[config.mk]
export PLATFORM = sky130hd
export DESIGN_NAME = alu_issue_seq_flat
export DESIGN_NICKNAME = d
export VERILOG_FILES = /design/src/rtl/alu_issue_if.sv /design/src/rtl/alu_issue_seq.sv /design/src/flat_wrapper.sv
export SDC_FILE = /design/constraint.sdc
export NUM_CORES = 1
export LEC_CHECK = 0
export CELL_PAD_IN_SITES_DETAIL_PLACEMENT = 1
export CELL_PAD_IN_SITES_GLOBAL_PLACEMENT = 1
export CORE_MARGIN = 10
export CORE_UTILIZATION = 48
export CTS_BUF_LIST = sky130_fd_sc_hd__clkbuf_16
export CTS_CLUSTER_DIAMETER = 200
export DETAILED_ROUTE_END_ITERATION = 8
export DONT_BUFFER_PORTS = 1
export GPL_ROUTABILITY_DRIVEN = 0
export GPL_TIMING_DRIVEN = 0
export PLACE_DENSITY = 0.9
export SYNTH_ARGS = -nofsm -noshare
export SYNTH_HDL_FRONTEND = slang
export SYNTH_SLANG_ARGS = --single-unit
[constraint.sdc]
create_clock -name clk -period 3.8 [get_ports clk]
set_input_delay 0.19 -clock clk [delete_from_list [all_inputs] [get_ports clk]]
set_output_delay 0.19 -clock clk [all_outputs]
set_load 0.01 [all_outputs]
[src/rtl/alu_issue_if.sv]
// alu_issue_if
//   Bundles the signals between the issue sequencer and its surroundings:
//     instruction side : instr_valid/instr_ready handshake, instr, rs_val, rt_val
//     ALU side         : alu_a, alu_b, alu_aluc out; alu_r and the four flags back
//     result side      : res_valid/res_ready handshake, res_data, res_flags, res_illegal
//   slave  : the sequencer (alu_issue_seq)
//   master : the environment (register-read stage, ALU, writeback consumer)
interface alu_issue_if;
  logic        instr_valid;
  logic        instr_ready;
  logic [31:0] instr;
  logic [31:0] rs_val;
  logic [31:0] rt_val;

  logic [31:0] alu_a;
  logic [31:0] alu_b;
  logic [3:0]  alu_aluc;
  logic [31:0] alu_r;
  logic        alu_zero;
  logic        alu_carry;
  logic        alu_negative;
  logic        alu_overflow;

  logic        res_valid;
  logic        res_ready;
  logic [31:0] res_data;
  logic [3:0]  res_flags;
  logic        res_illegal;

  modport master (
    output instr_valid, instr, rs_val, rt_val,
    output alu_r, alu_zero, alu_carry, alu_negative, alu_overflow,
    output res_ready,
    input  instr_ready, alu_a, alu_b, alu_aluc,
    input  res_valid, res_data, res_flags, res_illegal
  );

  modport slave (
    input  instr_valid, instr, rs_val, rt_val,
    input  alu_r, alu_zero, alu_carry, alu_negative, alu_overflow,
    input  res_ready,
    output instr_ready, alu_a, alu_b, alu_aluc,
    output res_valid, res_data, res_flags, res_illegal
  );
endinterface

[src/rtl/alu_issue_seq.sv]
// alu_issue_seq
//   Multi-cycle front end for the 32-bit aluc-coded ALU. Accepts one MIPS
//   R/I-type instruction with its register operands, decodes it to an aluc
//   code, drives registered operands to the ALU for one cycle, captures the
//   result and masked flags, and hands them to the consumer.
// Ports:
//   clk   : clock, rising edge
//   rst_n : asynchronous active-low reset
//   bus   : alu_issue_if.slave (instruction, ALU and result signals)
module alu_issue_seq (
  input logic        clk,
  input logic        rst_n,
  alu_issue_if.slave bus
);

  typedef enum logic [1:0] {
    IDLE = 2'd0,
    EXEC = 2'd1,
    RESP = 2'd2
  } state_e;

  state_e      state_q, state_d;
  logic        instr_ready_q;
  logic [31:0] alu_a_q, alu_b_q;
  logic [3:0]  alu_aluc_q;
  logic        carry_en_q, ovf_en_q;
  logic [31:0] res_data_q;
  logic [3:0]  res_flags_q;
  logic        res_illegal_q;

  logic        accept, capture;

  logic [5:0]  opcode, funct;
  logic [15:0] imm;
  logic [31:0] imm_sext, imm_zext;
  logic        dec_legal;
  logic [3:0]  dec_aluc;
  logic [31:0] dec_a, dec_b;
  logic        dec_carry_en, dec_ovf_en;

  // Flags packed as {zero, carry, negative, overflow}; carry/overflow are
  // only meaningful for some ops, so they are gated by the decoded enables.
  function automatic logic [3:0] mask_flags(input logic zero, input logic carry,
                                            input logic neg, input logic ovf,
                                            input logic carry_en, input logic ovf_en);
    return {zero, carry & carry_en, neg, ovf & ovf_en};
  endfunction

  assign opcode   = bus.instr[31:26];
  assign funct    = bus.instr[5:0];
  assign imm      = bus.instr[15:0];
  assign imm_sext = {{16{imm[15]}}, imm};
  assign imm_zext = {16'b0, imm};

  // Instruction decode
  always_comb begin
    dec_legal    = 1'b1;
    dec_aluc     = 4'b0000;
    dec_a        = bus.rs_val;
    dec_b        = bus.rt_val;
    dec_carry_en = 1'b0;
    dec_ovf_en   = 1'b0;
    if (opcode == 6'h00) begin
      case (funct)
        6'h21: begin dec_aluc = 4'b0000; dec_carry_en = 1'b1; end
        6'h20: begin dec_aluc = 4'b0010; dec_ovf_en   = 1'b1; end
        6'h23: begin dec_aluc = 4'b0001; dec_carry_en = 1'b1; end
        6'h22: begin dec_aluc = 4'b0011; dec_ovf_en   = 1'b1; end
        6'h24: dec_aluc = 4'b0100;
        6'h25: dec_aluc = 4'b0101;
        6'h26: dec_aluc = 4'b0110;
        6'h27: dec_aluc = 4'b0111;
        6'h2A: dec_aluc = 4'b1011;
        6'h2B: begin dec_aluc = 4'b1010; dec_carry_en = 1'b1; end
        // Immediate shifts take the amount from the shamt field.
        6'h00: begin dec_aluc = 4'b1110; dec_a = {27'b0, bus.instr[10:6]}; dec_carry_en = 1'b1; end
        6'h02: begin dec_aluc = 4'b1101; dec_a = {27'b0, bus.instr[10:6]}; dec_carry_en = 1'b1; end
        6'h03: begin dec_aluc = 4'b1100; dec_a = {27'b0, bus.instr[10:6]}; dec_carry_en = 1'b1; end
        // Variable shifts use only the low five bits of rs.
        6'h04: begin dec_aluc = 4'b1110; dec_a = {27'b0, bus.rs_val[4:0]}; dec_carry_en = 1'b1; end
        6'h06: begin dec_aluc = 4'b1101; dec_a = {27'b0, bus.rs_val[4:0]}; dec_carry_en = 1'b1; end
        6'h07: begin dec_aluc = 4'b1100; dec_a = {27'b0, bus.rs_val[4:0]}; dec_carry_en = 1'b1; end
        default: dec_legal = 1'b0;
      endcase
    end else begin
      case (opcode)
        6'h08: begin dec_aluc = 4'b0010; dec_b = imm_sext; dec_ovf_en   = 1'b1; end
        6'h09: begin dec_aluc = 4'b0000; dec_b = imm_sext; dec_carry_en = 1'b1; end
        6'h0A: begin dec_aluc = 4'b1011; dec_b = imm_sext; end
        6'h0B: begin dec_aluc = 4'b1010; dec_b = imm_sext; dec_carry_en = 1'b1; end
        6'h0C: begin dec_aluc = 4'b0100; dec_b = imm_zext; end
        6'h0D: begin dec_aluc = 4'b0101; dec_b = imm_zext; end
        6'h0E: begin dec_aluc = 4'b0110; dec_b = imm_zext; end
        6'h0F: begin dec_aluc = 4'b1000; dec_b = imm_zext; dec_a = 32'b0; end
        default: dec_legal = 1'b0;
      endcase
    end
  end

  // Next-state logic
  always_comb begin
    state_d = state_q;
    accept  = 1'b0;
    capture = 1'b0;
    case (state_q)
      IDLE: begin
        // instr_ready_q also gates the first cycle out of reset.
        if (bus.instr_valid && instr_ready_q) begin
          accept  = 1'b1;
          state_d = dec_legal ? EXEC : RESP;
        end
      end
      EXEC: begin
        capture = 1'b1;
        state_d = RESP;
      end
      RESP: begin
        if (bus.res_ready) state_d = IDLE;
      end
      default: state_d = IDLE;
    endcase
  end

  // State and datapath registers
  always_ff @(posedge clk or negedge rst_n) begin
    if (!rst_n) begin
      state_q       <= IDLE;
      instr_ready_q <= 1'b0;
      alu_a_q       <= '0;
      alu_b_q       <= '0;
      alu_aluc_q    <= '0;
      carry_en_q    <= 1'b0;
      ovf_en_q      <= 1'b0;
      res_data_q    <= '0;
      res_flags_q   <= '0;
      res_illegal_q <= 1'b0;
    end else begin
      state_q       <= state_d;
      instr_ready_q <= (state_d == IDLE);
      if (accept && dec_legal) begin
        alu_a_q       <= dec_a;
        alu_b_q       <= dec_b;
        alu_aluc_q    <= dec_aluc;
        carry_en_q    <= dec_carry_en;
        ovf_en_q      <= dec_ovf_en;
        res_illegal_q <= 1'b0;
      end
      // Illegal words leave the ALU operands untouched.
      if (accept && !dec_legal) begin
        res_illegal_q <= 1'b1;
        res_data_q    <= '0;
        res_flags_q   <= '0;
      end
      if (capture) begin
        res_data_q  <= bus.alu_r;
        res_flags_q <= mask_flags(bus.alu_zero, bus.alu_carry, bus.alu_negative,
                                  bus.alu_overflow, carry_en_q, ovf_en_q);
      end
    end
  end

  assign bus.instr_ready = instr_ready_q;
  assign bus.alu_a       = alu_a_q;
  assign bus.alu_b       = alu_b_q;
  assign bus.alu_aluc    = alu_aluc_q;
  assign bus.res_valid   = (state_q == RESP);
  assign bus.res_data    = res_data_q;
  assign bus.res_flags   = res_flags_q;
  assign bus.res_illegal = res_illegal_q;

endmodule
[src/flat_wrapper.sv]
// flat-port wrapper written by rule: the top's interface ports become plain ports
module alu_issue_seq_flat 
  (clk, rst_n, bus_instr_valid, bus_instr, bus_rs_val, bus_rt_val, bus_alu_r, bus_alu_zero, bus_alu_carry, bus_alu_negative, bus_alu_overflow, bus_res_ready, bus_instr_ready, bus_alu_a, bus_alu_b, bus_alu_aluc, bus_res_valid, bus_res_data, bus_res_flags, bus_res_illegal);
  alu_issue_if bus_i ();
  input logic clk;
  input logic rst_n;
  input wire logic [$bits(bus_i.instr_valid)-1:0] bus_instr_valid;
  input wire logic [$bits(bus_i.instr)-1:0] bus_instr;
  input wire logic [$bits(bus_i.rs_val)-1:0] bus_rs_val;
  input wire logic [$bits(bus_i.rt_val)-1:0] bus_rt_val;
  input wire logic [$bits(bus_i.alu_r)-1:0] bus_alu_r;
  input wire logic [$bits(bus_i.alu_zero)-1:0] bus_alu_zero;
  input wire logic [$bits(bus_i.alu_carry)-1:0] bus_alu_carry;
  input wire logic [$bits(bus_i.alu_negative)-1:0] bus_alu_negative;
  input wire logic [$bits(bus_i.alu_overflow)-1:0] bus_alu_overflow;
  input wire logic [$bits(bus_i.res_ready)-1:0] bus_res_ready;
  output wire logic [$bits(bus_i.instr_ready)-1:0] bus_instr_ready;
  output wire logic [$bits(bus_i.alu_a)-1:0] bus_alu_a;
  output wire logic [$bits(bus_i.alu_b)-1:0] bus_alu_b;
  output wire logic [$bits(bus_i.alu_aluc)-1:0] bus_alu_aluc;
  output wire logic [$bits(bus_i.res_valid)-1:0] bus_res_valid;
  output wire logic [$bits(bus_i.res_data)-1:0] bus_res_data;
  output wire logic [$bits(bus_i.res_flags)-1:0] bus_res_flags;
  output wire logic [$bits(bus_i.res_illegal)-1:0] bus_res_illegal;
  assign bus_i.instr_valid = bus_instr_valid;
  assign bus_i.instr = bus_instr;
  assign bus_i.rs_val = bus_rs_val;
  assign bus_i.rt_val = bus_rt_val;
  assign bus_i.alu_r = bus_alu_r;
  assign bus_i.alu_zero = bus_alu_zero;
  assign bus_i.alu_carry = bus_alu_carry;
  assign bus_i.alu_negative = bus_alu_negative;
  assign bus_i.alu_overflow = bus_alu_overflow;
  assign bus_i.res_ready = bus_res_ready;
  assign bus_instr_ready = bus_i.instr_ready;
  assign bus_alu_a = bus_i.alu_a;
  assign bus_alu_b = bus_i.alu_b;
  assign bus_alu_aluc = bus_i.alu_aluc;
  assign bus_res_valid = bus_i.res_valid;
  assign bus_res_data = bus_i.res_data;
  assign bus_res_flags = bus_i.res_flags;
  assign bus_res_illegal = bus_i.res_illegal;
  alu_issue_seq u_core (.clk(clk), .rst_n(rst_n), .bus(bus_i));
endmodule
==> summary.txt <==
Route
  – Avg WL per Cell: 26.7 um
  – Post-route ant nets: 0
  – DR pass1 iterations: 5
  – Via count: about 4600
  – # DRC: 0
  – Via/cell ratio: 6.15
  – DR iter-0 viols: 225
  – WL final: roughly 20000 um

Yosys
  – Mapped Avg Cell Area: ~9.2 um2
  – Yosys top cell by area: dfrtp_1
  – Yosys cell types: 40
  – Synth cell count leaders: o21ai_0, dfrtp_1, nand2_1, clkbuf_1, a21oi_1
  – Area contributors post-synth: dfrtp_1, o21ai_0, nand2_1
  – Cell with the most instances after synthesis: o21ai_0
  – Synthesized Nets: 674
  – Synth top area share: 55.7%
  – Yosys warns: 0
  – Post-synth EDFFs: 0
  – Post-Syn Area: 4940 um2
  – Gate Count Post-Synth: 538
  – Dominant synthesized flop cell: dfrtp_1
  – Ys async rst share: 100%
  – Yosys reg bits: 110
  – Seq/Total Area, Yosys: 55.7%

Placement
  – IO buf count: 0
  – Placed cell area: 5100 um2
  – Post-DP HPWL: roughly 14000 um
  – Placed cell count: 671

Hold path
  – Hold path start: bus_rs_val[21]
  – Hold Crit Depth: 2
  – Worst hold path class: in2reg
  – Hold path endpoint: u_core.bus.alu_a[21]$_DFFE_PN0P_

Global route
  – Remaining global-route overflow: 0
  – First-pass GRT wire length: approximately 30000 um
  – GRT Overall Usage: 26.5%
  – Initial antenna violation count: 1
  – Largest net degree at the start of global routing: 111
  – Number of global-route vias before repair: between 5000 and 6000

Critical path
  – Critical path required time: ~4.0 ns
  – Crit-path max FO: 10
  – Reg2reg start: u_core.state_q[1]$_DFF_PN0_
  – Worst setup EP type: flop
  – Arrival @ worst endpoint: 2.42 ns
  – Setup Crit Path Kind: reg2reg
  – RR Endpoint: u_core.bus.res_data[12]$_DFFE_PN0P_
  – Worst setup SP type: flop
  – R2R cell count: 6
  – R2R setup slack: between 1.5 and 2 ns

Cells and area
  – Final core utilization: 60.1%
  – Register area: 2750 um2
  – Non-filler instance count after layout: 742
  – Area growth from synthesis to layout: 20.6%
  – Layout cells sized above 1: roughly 4.3%
  – Final non-filler cell area: 5950 um2
  – Fillers: 1134
  – Net count, final: approximately 740
  – Multi-input gate area: 1960 um2

STA
  – Fin Setup TNS: 0 ns
  – Min cycle time layout: 2.23 ns
  – Final worst-path cycle share: 58.7%
  – Skew final: 0.00752 ns
  – Setup violators final: 0
  – Pins over their slew limit: 0
  – Final Hold Viols: 0
  – Slew HR: a little under two fifths
  – Worst Tran Pin Value: slightly above 0.9 ns
  – FMAX: ~450 MHz
  – RSZ-0062 raised after global routing: false

Floorplanning
  – Initial Util: between 40% and 50%
  – Core box area: 9910 um2
  – Die width: 121 um
  – Die ar.: 14700 um2
  – Rows: 36
  – I/O Pins: 243
  – Die Ht: approximately 120 um

CTS
  – CTS tree: yes
  – Skew-Pair Late Insertion Delay: 0.35 ns
  – Clock slew at reported path FFs: ~0.070 ns
  – Root buf cell: clkbuf_16
  – CTS Buffer Depth: 2
  – CTS Sinks: 110
  – H-tree Lvls: 3
  – Clock buffer count from CTS: 9

Run
  – Max-Cap Viols: 0

Power and ir drop
  – P_leak: roughly 2.6 nW
  – Power per cell area: 640 nW/um2
  – VDD IR max: ~320 uV

Status
  – Outcome: finished clean
-- worst max path at each step --
stage,start,end,slack (ns)
after floorplan,bus_instr[29],u_core.bus.alu_aluc[0]$_DFFE_PN0P_,1.75
after global placement,bus_instr[29],u_core.bus.alu_aluc[1]$_DFFE_PN0P_,1.54
after detailed placement,bus_instr[3],u_core.bus.alu_a[20]$_DFFE_PN0P_,1.42
after CTS,u_core.state_q[1]$_DFF_PN0_,u_core.bus.res_flags[2]$_DFFE_PN0P_,1.62
after global routing,u_core.state_q[1]$_DFF_PN0_,u_core.bus.res_data[18]$_DFFE_PN0P_,1.38
final,u_core.state_q[1]$_DFF_PN0_,u_core.bus.res_data[12]$_DFFE_PN0P_,1.57
-- routing by layer --
metal	GRT usage (%)	routed length [um]	part of all wire, %
met2	45.0	10100	51
met5	0	0	0
met4	11.5	654	3.3
met1	27.7	6970	35
met3	12.1	2150	11
-- cell families after synthesis --
group                  Yosys count  synth area share [%]
buffers and inverters           53                  4.51
AO/OA/AOI/OAI                  217                  23.3
AND/OR/NAND/NOR                136                  12.0
XOR/XNOR                         1                 0.177
multiplexers                    21                  4.31
flip-flops                     110                  55.7
-- final cells by class --
type	count	area share, %
Multi-Input combinational cell	375	33.0
Tap cell	133	2.79
Clock inverter	7	1.07
Buffer	48	3.40
Timing Repair Buffer	54	9.37
Inverter	5	0.336
Sequential cell	110	46.2
Clock buffer	9	3.78
Antenna cell	1	0.0420
-- placed cells by master (no fill, tap or decap), types with 2 or more instances in the layout --
master and n:
o21ai_0 156, dfrtp_1 110, nand2_1 103, dlygate4sd3_1 53, clkbuf_1 40, a21oi_1 26, mux2i_1 19, o21ai_1 16
clkbuf_16 9, nor2_1 8, nand2b_1 5, inv_1 5, nor2b_1 5, o31ai_1 5, nand3_1 4, buf_2 3
clkinv_2 3, o22ai_1 3, nor3b_1 2, buf_6 2, buf_1 2, a211oi_1 2, a32oi_1 2, mux2_1 2
-- critical path: stages (launching register included) --
cell,delay (ns)
dfrtp_1,0.41
nand4bb_1,0.20
clkbuf_1,0.26
nor2b_1,0.18
clkbuf_1,0.39
clkbuf_1,0.38
o21ai_0,0.23
-- registers in the layout (all words and copies together), names as in the netlist --
register                cells
u_core.bus.alu_a           32
u_core.bus.alu_b           32
u_core.bus.res_data        32
u_core.bus.alu_aluc         4
u_core.bus.res_flags        4
u_core.state_q              2
u_core.bus.instr_ready      1
u_core.bus.res_illegal      1
u_core.carry_en_q           1
u_core.ovf_en_q             1
-- where the power goes --
group	switching, mW	internal [mW]	leakage (nW)
Sequential	0.562	1.57	1.44
Clock	0.435	0.507	0.144
Combinational	0.474	0.257	1.05
Total	1.47	2.34	2.64
-- per-stage QoR --
step / total power [mW] / worst slack [ns] / hold slack (ns)
after global placement: 2.68 / 1.54 / -0.102
after CTS: 3.77 / 1.62 / 0.000385
after detailed placement: 2.77 / 1.42 / -0.102
final: 3.81 / 1.57 / 0.000473
after global routing: 4.03 / 1.38 / 0.00897
after floorplan: 2.42 / 1.75 / -0.106
-- what timing repair did --
action / in CTS / in global routing
gates resized for setup: 0 / 0
setup buffers: 0 / 0
hold buffers: 54 / 0
hold endpoints to repair: 162 / 0
Power figures use the tool's default switching activity.
